[src/rtl/fp_pkg.sv]
// Shared definitions for the floating-point adder datapath: default field widths,
// the normaliser case select and a constant-foldable clog2.
package fp_pkg;

  localparam int SP_EXP_W = 8;
  localparam int SP_MAN_W = 24;
  localparam int DP_EXP_W = 11;
  localparam int DP_MAN_W = 53;

  typedef enum logic [1:0] {
    CARRY,
    ZERO,
    SUBN,
    LEFT
  } norm_sel_e;

  function automatic int clog2(input int value);
    int r;
    r = 0;
    for (int i = 0; i < 31; i++) begin
      if ((1 << i) < value) r = i + 1;
    end
    return r;
  endfunction

endpackage

[src/rtl/fp_lzc.sv]
// Leading-zero counter, log-depth: halves the search window at each level.
// An all-zero input yields a count of W.
module fp_lzc
  import fp_pkg::*;
#(
  parameter int W  = 26,
  parameter int CW = clog2(W + 1)
) (
  input  logic [W-1:0]  i_vec,
  output logic [CW-1:0] o_cnt,
  output logic          o_zero
);

  localparam int P = 1 << CW;

  logic [P-1:0] w_v;

  // Ones below the LSB stop the search, so an all-zero input counts exactly W.
  always_comb begin
    o_cnt = '0;
    w_v   = {i_vec, {(P - W){1'b1}}};
    for (int s = CW - 1; s >= 0; s--) begin
      if ((w_v >> (P - (1 << s))) == '0) begin
        o_cnt[s] = 1'b1;
        w_v      = w_v << (1 << s);
      end
    end
  end

  assign o_zero = ~|i_vec;

endmodule

[src/rtl/fp_normalize_pipe.sv]
// Two-stage post-add normaliser: carry right-shift, leading-zero left shift with
// gradual underflow, zero detect and optional infinity saturation, valid/ready pipelined.
module fp_normalize_pipe
  import fp_pkg::*;
#(
  parameter int EXP_W   = SP_EXP_W,
  parameter int MAN_W   = SP_MAN_W,
  parameter bit SAT_INF = 1'b1
) (
  input  logic             clk,
  input  logic             rst_n,
  input  logic             in_valid,
  output logic             in_ready,
  input  logic [MAN_W:0]   Mr,
  input  logic [EXP_W-1:0] Er,
  input  logic [2:0]       GRS,
  output logic             out_valid,
  input  logic             out_ready,
  output logic [MAN_W-1:0] Mr_norm,
  output logic [EXP_W-1:0] Er_norm,
  output logic [2:0]       GRS_norm,
  output logic             overflow,
  output logic             underflow,
  output logic             zero
);

  localparam int WW  = MAN_W + 2;
  localparam int LZW = clog2(MAN_W + 3);
  localparam int XW  = EXP_W + 1;

  logic w_adv1, w_adv2;
  logic [WW-1:0]  w_vec_in;
  logic [LZW-1:0] w_lz_in;
  logic           w_zero_in;
  norm_sel_e      w_sel_in;

  logic             r_s1_valid;
  logic [MAN_W:0]   r_s1_mr;
  logic [EXP_W-1:0] r_s1_er;
  logic [2:0]       r_s1_grs;
  logic [LZW-1:0]   r_s1_lz;
  norm_sel_e        r_s1_sel;

  logic             r_out_valid;
  logic [MAN_W-1:0] r_mr_norm;
  logic [EXP_W-1:0] r_er_norm;
  logic [2:0]       r_grs_norm;
  logic             r_ovf, r_unf, r_zero;

  assign w_adv2   = out_ready | ~r_out_valid;
  assign w_adv1   = w_adv2 | ~r_s1_valid;
  assign in_ready = w_adv1;

  assign w_vec_in = {Mr[MAN_W-1:0], GRS[2], GRS[1]};

  fp_lzc #(.W(WW), .CW(LZW)) u_lzc (
    .i_vec  (w_vec_in),
    .o_cnt  (w_lz_in),
    .o_zero (w_zero_in)
  );

  always_comb begin
    if (Mr[MAN_W])         w_sel_in = CARRY;
    else if (w_zero_in)    w_sel_in = ZERO;
    else if (Er == '0)     w_sel_in = SUBN;
    else                   w_sel_in = LEFT;
  end

  always_ff @(posedge clk) begin
    if (!rst_n) begin
      r_s1_valid <= 1'b0;
      r_s1_mr    <= '0;
      r_s1_er    <= '0;
      r_s1_grs   <= '0;
      r_s1_lz    <= '0;
      r_s1_sel   <= CARRY;
    end else if (w_adv1) begin
      r_s1_valid <= in_valid;
      r_s1_mr    <= Mr;
      r_s1_er    <= Er;
      r_s1_grs   <= GRS;
      r_s1_lz    <= w_lz_in;
      r_s1_sel   <= w_sel_in;
    end
  end

  logic [WW-1:0]    w_s1_vec, w_ws;
  logic [XW-1:0]    w_er_x, w_er_eff, w_er_inc;
  logic [EXP_W-1:0] w_er_sub;
  logic [LZW-1:0]   w_k;
  logic             w_lz_lt, w_carry_ovf;

  logic [MAN_W-1:0] w_mr_n;
  logic [EXP_W-1:0] w_er_n;
  logic [2:0]       w_grs_n;
  logic             w_ovf_n, w_unf_n, w_zero_n;

  assign w_s1_vec    = {r_s1_mr[MAN_W-1:0], r_s1_grs[2], r_s1_grs[1]};
  assign w_er_x      = {1'b0, r_s1_er};
  assign w_lz_lt     = XW'(r_s1_lz) < w_er_x;
  // When the shift would take the exponent below 1, stop at Er-1 and encode as subnormal.
  assign w_k         = w_lz_lt ? r_s1_lz : LZW'(r_s1_er - EXP_W'(1));
  assign w_ws        = w_s1_vec << w_k;
  assign w_er_sub    = r_s1_er - EXP_W'(r_s1_lz);
  assign w_er_eff    = (r_s1_er == '0) ? XW'(1) : w_er_x;
  assign w_er_inc    = w_er_eff + XW'(1);
  assign w_carry_ovf = w_er_inc >= {1'b0, {EXP_W{1'b1}}};

  always_comb begin
    w_mr_n   = '0;
    w_er_n   = '0;
    w_grs_n  = '0;
    w_ovf_n  = 1'b0;
    w_unf_n  = 1'b0;
    w_zero_n = 1'b0;
    case (r_s1_sel)
      CARRY: begin
        w_mr_n  = r_s1_mr[MAN_W:1];
        w_grs_n = {r_s1_mr[0], r_s1_grs[2], r_s1_grs[1] | r_s1_grs[0]};
        w_er_n  = w_er_inc[EXP_W-1:0];
        w_ovf_n = w_carry_ovf;
        if (SAT_INF && w_carry_ovf) begin
          w_mr_n  = '0;
          w_grs_n = '0;
          w_er_n  = '1;
        end
      end
      ZERO: begin
        w_grs_n  = {2'b00, r_s1_grs[0]};
        w_zero_n = 1'b1;
      end
      SUBN: begin
        w_mr_n  = r_s1_mr[MAN_W-1:0];
        w_grs_n = r_s1_grs;
        w_er_n  = {{(EXP_W-1){1'b0}}, r_s1_mr[MAN_W-1]};
      end
      LEFT: begin
        w_mr_n  = w_ws[WW-1:2];
        w_grs_n = {w_ws[1], w_ws[0], r_s1_grs[0]};
        w_er_n  = w_lz_lt ? w_er_sub : '0;
        w_unf_n = ~w_lz_lt & (w_k != '0);
      end
    endcase
  end

  always_ff @(posedge clk) begin
    if (!rst_n) begin
      r_out_valid <= 1'b0;
      r_mr_norm   <= '0;
      r_er_norm   <= '0;
      r_grs_norm  <= '0;
      r_ovf       <= 1'b0;
      r_unf       <= 1'b0;
      r_zero      <= 1'b0;
    end else if (w_adv2) begin
      r_out_valid <= r_s1_valid;
      r_mr_norm   <= w_mr_n;
      r_er_norm   <= w_er_n;
      r_grs_norm  <= w_grs_n;
      r_ovf       <= r_s1_valid & w_ovf_n;
      r_unf       <= r_s1_valid & w_unf_n;
      r_zero      <= r_s1_valid & w_zero_n;
    end
  end

  assign out_valid = r_out_valid;
  assign Mr_norm   = r_mr_norm;
  assign Er_norm   = r_er_norm;
  assign GRS_norm  = r_grs_norm;
  assign overflow  = r_ovf;
  assign underflow = r_unf;
  assign zero      = r_zero;

endmodule

[config.mk]
export PLATFORM = sky130hd
export DESIGN_NAME = fp_normalize_pipe
export DESIGN_NICKNAME = d
export VERILOG_FILES = /design/src/rtl/fp_pkg.sv /design/src/rtl/fp_lzc.sv /design/src/rtl/fp_normalize_pipe.sv
export SDC_FILE = /design/constraint.sdc
export NUM_CORES = 1
export LEC_CHECK = 0
export ABC_CLOCK_PERIOD_IN_PS = 3300
export CAP_MARGIN = 20
export CORE_ASPECT_RATIO = 0.75
export CORE_MARGIN = 5
export CORE_UTILIZATION = 52
export CTS_BUF_LIST = sky130_fd_sc_hd__clkbuf_8
export DETAILED_ROUTE_END_ITERATION = 12
export GPL_TIMING_DRIVEN = 0
export PLACE_DENSITY = 0.8
export SLEW_MARGIN = 10
export SYNTH_ARGS = -nofsm -noshare
export SYNTH_HDL_FRONTEND = slang
export SYNTH_SLANG_ARGS = --single-unit
[constraint.sdc]
create_clock -name clk -period 3.3 [get_ports clk]
set_input_delay 0.495 -clock clk [delete_from_list [all_inputs] [get_ports clk]]
set_output_delay 0.495 -clock clk [all_outputs]
set_load 0.1 [all_outputs]
### Word level (Yosys, flattened, before mapping)

Index checks and enable logic that the tools add are counted.

| word-level totals | value |
|---|---|
| bits in writable memories | 0 |
| memories | 0 |
| ROM bits | 0 |
| word-level logic and storage cells | 66 |
| bits of input ports | 40 |
| flip-flop bits (word level) | 83 |
| output and inout bits | 40 |
| bits in latches | 0 |

| cells by class | value |
|---|---|
| muxes and demuxes | 24 |
| shifts and indexed selects | 1 |
| $mul | 0 |
| reductions and logical operators | 10 |
| order comparisons | 2 |
| bitwise gates (word level) | 10 |
| equality and inequality tests | 3 |
| add/subtract/negate cells | 3 |
| divide/modulo/power cells | 0 |

Operator list:

| operator | count |
|---|---|
| logical NOT 32 bit | 5 |
| two-way mux 32 bit | 4 |
| case mux 24 bit (3 select lines) | 1 |
| OR reduction 26 bit | 1 |
| << shifter 26 x 5 -> 26 bit | 1 |
| two-way mux 24 bit | 1 |
| two-way mux 8 bit | 3 |
| case mux 8 bit (3 select lines) | 1 |
| logical NOT 8 bit | 2 |
| case mux 3 bit (4 select lines) | 1 |
| adder 8 x 1 -> 9 bit (second input constant) | 1 |
| greater-or-equal comparator 9 x 8 -> 1 bit (second input constant) | 1 |
| two-way mux 1 bit | 9 |
| < comparator 5 x 8 -> 1 bit | 1 |
| subtractor 8 x 5 -> 8 bit | 1 |
| two-way mux 5 bit | 1 |
| nonzero test 5 bit | 1 |
| subtractor 5 x 1 -> 5 bit (second input constant) | 1 |
| AND 1 bit | 4 |
| == test 2 bit (second input constant) | 2 |
| two-way mux 2 bit | 2 |
| two-way mux 3 bit | 1 |
| NOT 1 bit | 3 |
| OR 1 bit | 3 |
| other kinds (2) | 2 |

### Depth between registers and ports, before layout

| logic depth | value |
|---|---|
| word-level depth | 10 |
| gate-level depth with buffers | 16 |
| gate-level depth less buffers | 12 |

### Modules after synthesis

A second synthesis with hierarchy kept.

| second synthesis, totals | value |
|---|---|
| cell total of the unflattened synthesis | 882 |
| area, all modules | 6432.4 µm² |

By module, submodules not included:

| module | cells each | seq. area each (µm²) | area each (µm²) | times used |
|---|---|---|---|---|
| fp_normalize_pipe | 827 | 1661.6 | 6053.3 | 1 |
| fp_lzc | 55 | 0.0 | 379.1 | 1 |

### Worst setup path after synthesis

Ideal clock, no wire load.

| path | value |
|---|---|
| path kind | reg-to-reg |
| start point | register r_s1_er[0] |
| end point | register r_mr_norm[22], in the netlist Mr_norm[22] |
| data required time | 3.231 ns |
| clock period less this slack | 3.585 ns |
| path slack | -0.285 ns |
| buffers on the path | 3 |
| arrival | 3.516 ns |
| library setup time | 0.069 ns |
| cell stages (with the launch flop) | 16 |
| cell sequence | dfxtp_1 > clkbuf_1 > inv_1 > ha_1 > fa_1 > nand2b_1 > a21oi_1 > o21a_1 > buf_6 > mux2_4 > buf_6 > mux2i_1 > mux4_1 > a221oi_1 > a21oi_1 > o21ai_1 |

| between the ends | value |
|---|---|
| longest elaborated chain between the ends | 6 |
| elaborated cells on any way between the ends | 10 |
| classes of those cells | add/sub (2); order compare (2); shift (1); mux (4); reduce/logical (1) |

RTL lines:

| item | RTL line | source |
|---|---|---|
| start, declared | fp_normalize_pipe.sv:39 | `logic [EXP_W-1:0] r_s1_er;` |
| start signal, assigned | fp_normalize_pipe.sv:80 | `r_s1_er <= Er;` |
| logical NOT 8 bit | fp_normalize_pipe.sv:105 | `assign w_er_eff = (r_s1_er == '0) ? XW'(1) : w_er_x;` |
| two-way mux 8 bit | fp_normalize_pipe.sv:105 |  |
| adder 8 x 1 -> 9 bit | fp_normalize_pipe.sv:106 | `assign w_er_inc = w_er_eff + XW'(1);` |
| greater-or-equal comparator 9 x 8 -> 1 bit | fp_normalize_pipe.sv:107 | `assign w_carry_ovf = w_er_inc >= {1'b0, {EXP_W{1'b1}}};` |
| two-way mux 24 bit | fp_normalize_pipe.sv:122 | `if (SAT_INF && w_carry_ovf) begin` |
| case mux 24 bit (3 select lines) (*) | fp_normalize_pipe.sv:116 | `case (r_s1_sel)` |
| end signal, assigned | fp_normalize_pipe.sv:157 | `r_mr_norm <= w_mr_n;` |
| end, declared | fp_normalize_pipe.sv:45 | `logic [MAN_W-1:0] r_mr_norm;` |

Every way passes the cells marked *; elsewhere a longest branch is shown, timed or not.
A chain may end at the register's enable or synchronous reset.

### Worst setup path in the final report

| path | value |
|---|---|
| start point | register r_s1_er[0] |
| end point | register r_mr_norm[11], in the netlist Mr_norm[11] |

Same word-level chain as after synthesis.

==> flow_metrics.tcl <==
set metrics [dict create \
    holdCritPathClass "reg2reg" \
    regToRegSetupSlack_ns -0.26 \
    cts_htree_levels 3 \
    wl_um 22400 \
    gp_congestion 1.05 \
    p_per_area_nw_per_um2 422 \
    worstPathCellList "inv_8, ha_4, fa_2, nand2b_4, a21oi_4, o21a_1, buf_6, mux2i_4, buf_6, buf_12, buf_8, mux2i_1, mux2i_2, mux2_4, o211ai_1, a211oi_2" \
    cpMaxStageDelayCell "dfxtp_4" \
    use_met1_pct 48.9 \
    holdBufCountCts 0 \
    netlist.area_leader.share_pct 29.1 \
    leakagePower_nw 2.88 \
    end_kind "register" \
    slew_headroom_pct 34.2 \
    period_share_pct 108 \
    drtIter0Drc 985 \
    reg2reg_to "Mr_norm[11]$_SDFFE_PN0P_" \
    synthCells 729 \
    wl_per_cell_um 22.6 \
    finalHoldViolations 0 \
    drt-pass1-iter-count 6 \
    fin_setup_tns_ns -1.21 \
    whs_endpoint "Er_norm[5]$_SDFFE_PN0P_" \
    worstMarginPinSlew_ns 0.984 \
    nets 896 \
    ios 80 \
    worst_slack_ns -0.259 \
    fmax_mhz 281 \
    vdd_drop_max_v 0.000230 \
    die-area_sq_um 13200 \
    violations "negative setup slack" \
    grt_overflow 0 \
    setup_viol 12 \
    syn_area_sq_um 5710 \
    synth_edf_count 0 \
    fp.dieW_um 131 \
    grt-busiest-layer "met1" \
    grt_pass1_vias 5971 \
    via_count 6564 \
    path_delay_family "multiplexers" \
    ys_seq_area_share_pct 29.1 \
    synthTopCellsByCount "nand2_1 (129), dfxtp_1 (83), a21oi_1 (82)" \
    vias_per_cell 6.62 \
    critPathKind "reg2reg" \
    status "finished, violations left" \
    met3_usage_pct 8.10 \
    drive_gt1_share_pct 18.2 \
    ys_warn_count 0 \
    grtUsageMet2_pct 46.7 \
    cts_root_buf "clkbuf_8" \
    cts.sinks 83 \
    antenna_found_initial 0 \
    reg2reg_depth 16 \
    fin_area_sq_um 7530 \
    cpMostUsedCell "buf_6" \
    hold_depth 2 \
    num_rows 33 \
    whs_ns 0.465 \
    grt_pass1_wl_um 33500 \
    dieHeight_um 101 \
    grt_usage_pct 33.1 \
    clock_skew_ns 0.0214 \
    critPathMaxFanout 6 \
    drc 0 \
    cts.reportedPaths.clkPinSlew_ns 0.10 \
    hold_start "Er_norm[5]$_SDFFE_PN0P_" \
    syn_to_final_growth_pct 31.8 \
    clk_latency_ns 0.38 \
    path_buf_inv 5 \
    worst_setup_path_start_kind "register" \
    r2r-start "r_s1_er[0]$_SDFFE_PN0P_" \
    clockBufferDepth 2 \
    grt_max_degree 14 \
    core_area_sq_um 10900 \
    cap_viol_max_count 0 \
    dp_hpwl_um 16500 \
    cp.required_ns 3.52 \
    numCtsBuffers 9 \
    yosysMostFrequentCell "nand2_1" \
    cts_tree "built" \
    synth-seq-cells 83 \
    max_stage_delay_ns 0.40 \
    synthTopCellsByArea "dfxtp_1 (29%), mux2i_1 (10%), nand2_1 (8.5%), a21oi_1 (7.2%), nor2_1 (3.5%)" \
    place_area_sq_um 6690 \
    cp.arrival_ns 3.78 \
    yosys.area.top_type "dfxtp_1" \
    async_reset_ff_share_pct 0 \
    initial_core_util_pct 52.6 \
    avgSynthCellArea_sq_um 7.84 \
    syn_nets 778 \
    numPortBuffers 78 \
    fill_cells 892 \
    rsz0062_at_grt "yes" \
    detail-route-antenna-nets 0 \
    min_period_ns 3.56 \
    synth_flop_cell "dfxtp_1" \
    diodes 0 \
    ys_types 74 \
    dpl_worst_slack_ns -0.629 \
    finalMaxSlewViolations 0 \
]
==> final cells by class <==
cell class,instances,area [sq um],share of cell area (%)
clock inverter,4,50.0,0.665
timing repair buffer,110,1080,14.3
multi-input combinational,577,4050,53.8
tap,140,175,2.33
sequential,83,1680,22.3
inverter,14,60.1,0.797
buffer,52,292,3.87
clock buffer,11,151,2.01
==> report_power, final <==
group	internal (mW)	switching, mW
combinational	0.512	0.747
clock	0.386	0.394
sequential	1.05	0.0830
==> stage by stage <==
stage          std cells  utilization (%)  power (mW)
2_1_floorplan        729                -        1.86
3_3_place_gp         947             61.6        2.16
3_5_place_dp         947             61.6        2.17
4_1_cts              980             66.7        3.04
5_1_grt              991             69.4        3.27
6_report             991             69.4        3.17
==> registers in the layout (all words and copies together) (netlist names) <==
| register | flops |
|---|---|
| r_s1_mr | 25 |
| out_valid | 1 |
| r_s1_sel | 2 |
| r_s1_er | 8 |
| r_s1_valid | 1 |
| Mr_norm | 24 |
| overflow | 1 |
| zero | 1 |
| Er_norm | 8 |
| underflow | 1 |
| r_s1_lz | 5 |
| GRS_norm | 3 |
| r_s1_grs | 3 |
==> how the worst max path moves through the flow <==
| stage | start | endpoint | cells past startpoint |
|---|---|---|---|
| 2_1_floorplan | r_s1_er[0]$_SDFFE_PN0P_ | Mr_norm[22]$_SDFFE_PN0P_ | 15 |
| 3_3_place_gp | r_s1_er[1]$_SDFFE_PN0P_ | Mr_norm[18]$_SDFFE_PN0P_ | 13 |
| 3_5_place_dp | r_s1_er[1]$_SDFFE_PN0P_ | Mr_norm[18]$_SDFFE_PN0P_ | 13 |
| 4_1_cts | r_s1_er[0]$_SDFFE_PN0P_ | Mr_norm[22]$_SDFFE_PN0P_ | 16 |
| 5_1_grt | r_s1_er[0]$_SDFFE_PN0P_ | Mr_norm[11]$_SDFFE_PN0P_ | 16 |
| 6_report | r_s1_er[0]$_SDFFE_PN0P_ | Mr_norm[11]$_SDFFE_PN0P_ | 16 |
==> timing repair <==
action                                  in CTS  in global routing
pin swaps                                    8                 26
buffers inserted                            19                 14
gates resized for setup                     50                 63
gates cloned                                 1                  0
endpoints found under the setup margin      28                 30
==> cells by family after synthesis <==
| group | after synthesis | share of synthesized area, % |
|---|---|---|
| xor gates and xnor gates | 13 | 1.99 |
| AOI/OAI and AO/OA | 230 | 27.5 |
| DFF | 83 | 29.1 |
| buffers and inverters | 69 | 5.82 |
| adders and majority gates | 9 | 2.10 |
| and+or+nand+nor | 252 | 19.7 |
| muxes | 73 | 13.8 |
==> worst min-delay path: cells and delay by family, from the launching register on <==
family	cells	cell delay (ns)
DFF	1	0.32
and+or+nand+nor	1	0.06
AOI/OAI and AO/OA	1	0.05
==> layer usage <==
metal	wire (um)	vias up
met2	9040	509
li1	-	2938
met5	0	-
met4	612	0
met3	3190	62
met1	9530	3055
==> layout by cell type, fill, tap and decap left out, types with 10 or more instances in the layout <==
cell type,instances
nand2_1,128
dfxtp_1,77
clkdlybuf4s50_1,77
a21oi_1,74
nor2_1,49
mux2i_1,38
clkbuf_1,31
buf_4,26
o21ai_0,24
mux2i_2,13
a221oi_1,13
a222oi_1,13
and2_1,12
clkbuf_8,12
a22oi_1,12
inv_1,11
nor3_1,10
(Power assumes the default switching activity.)
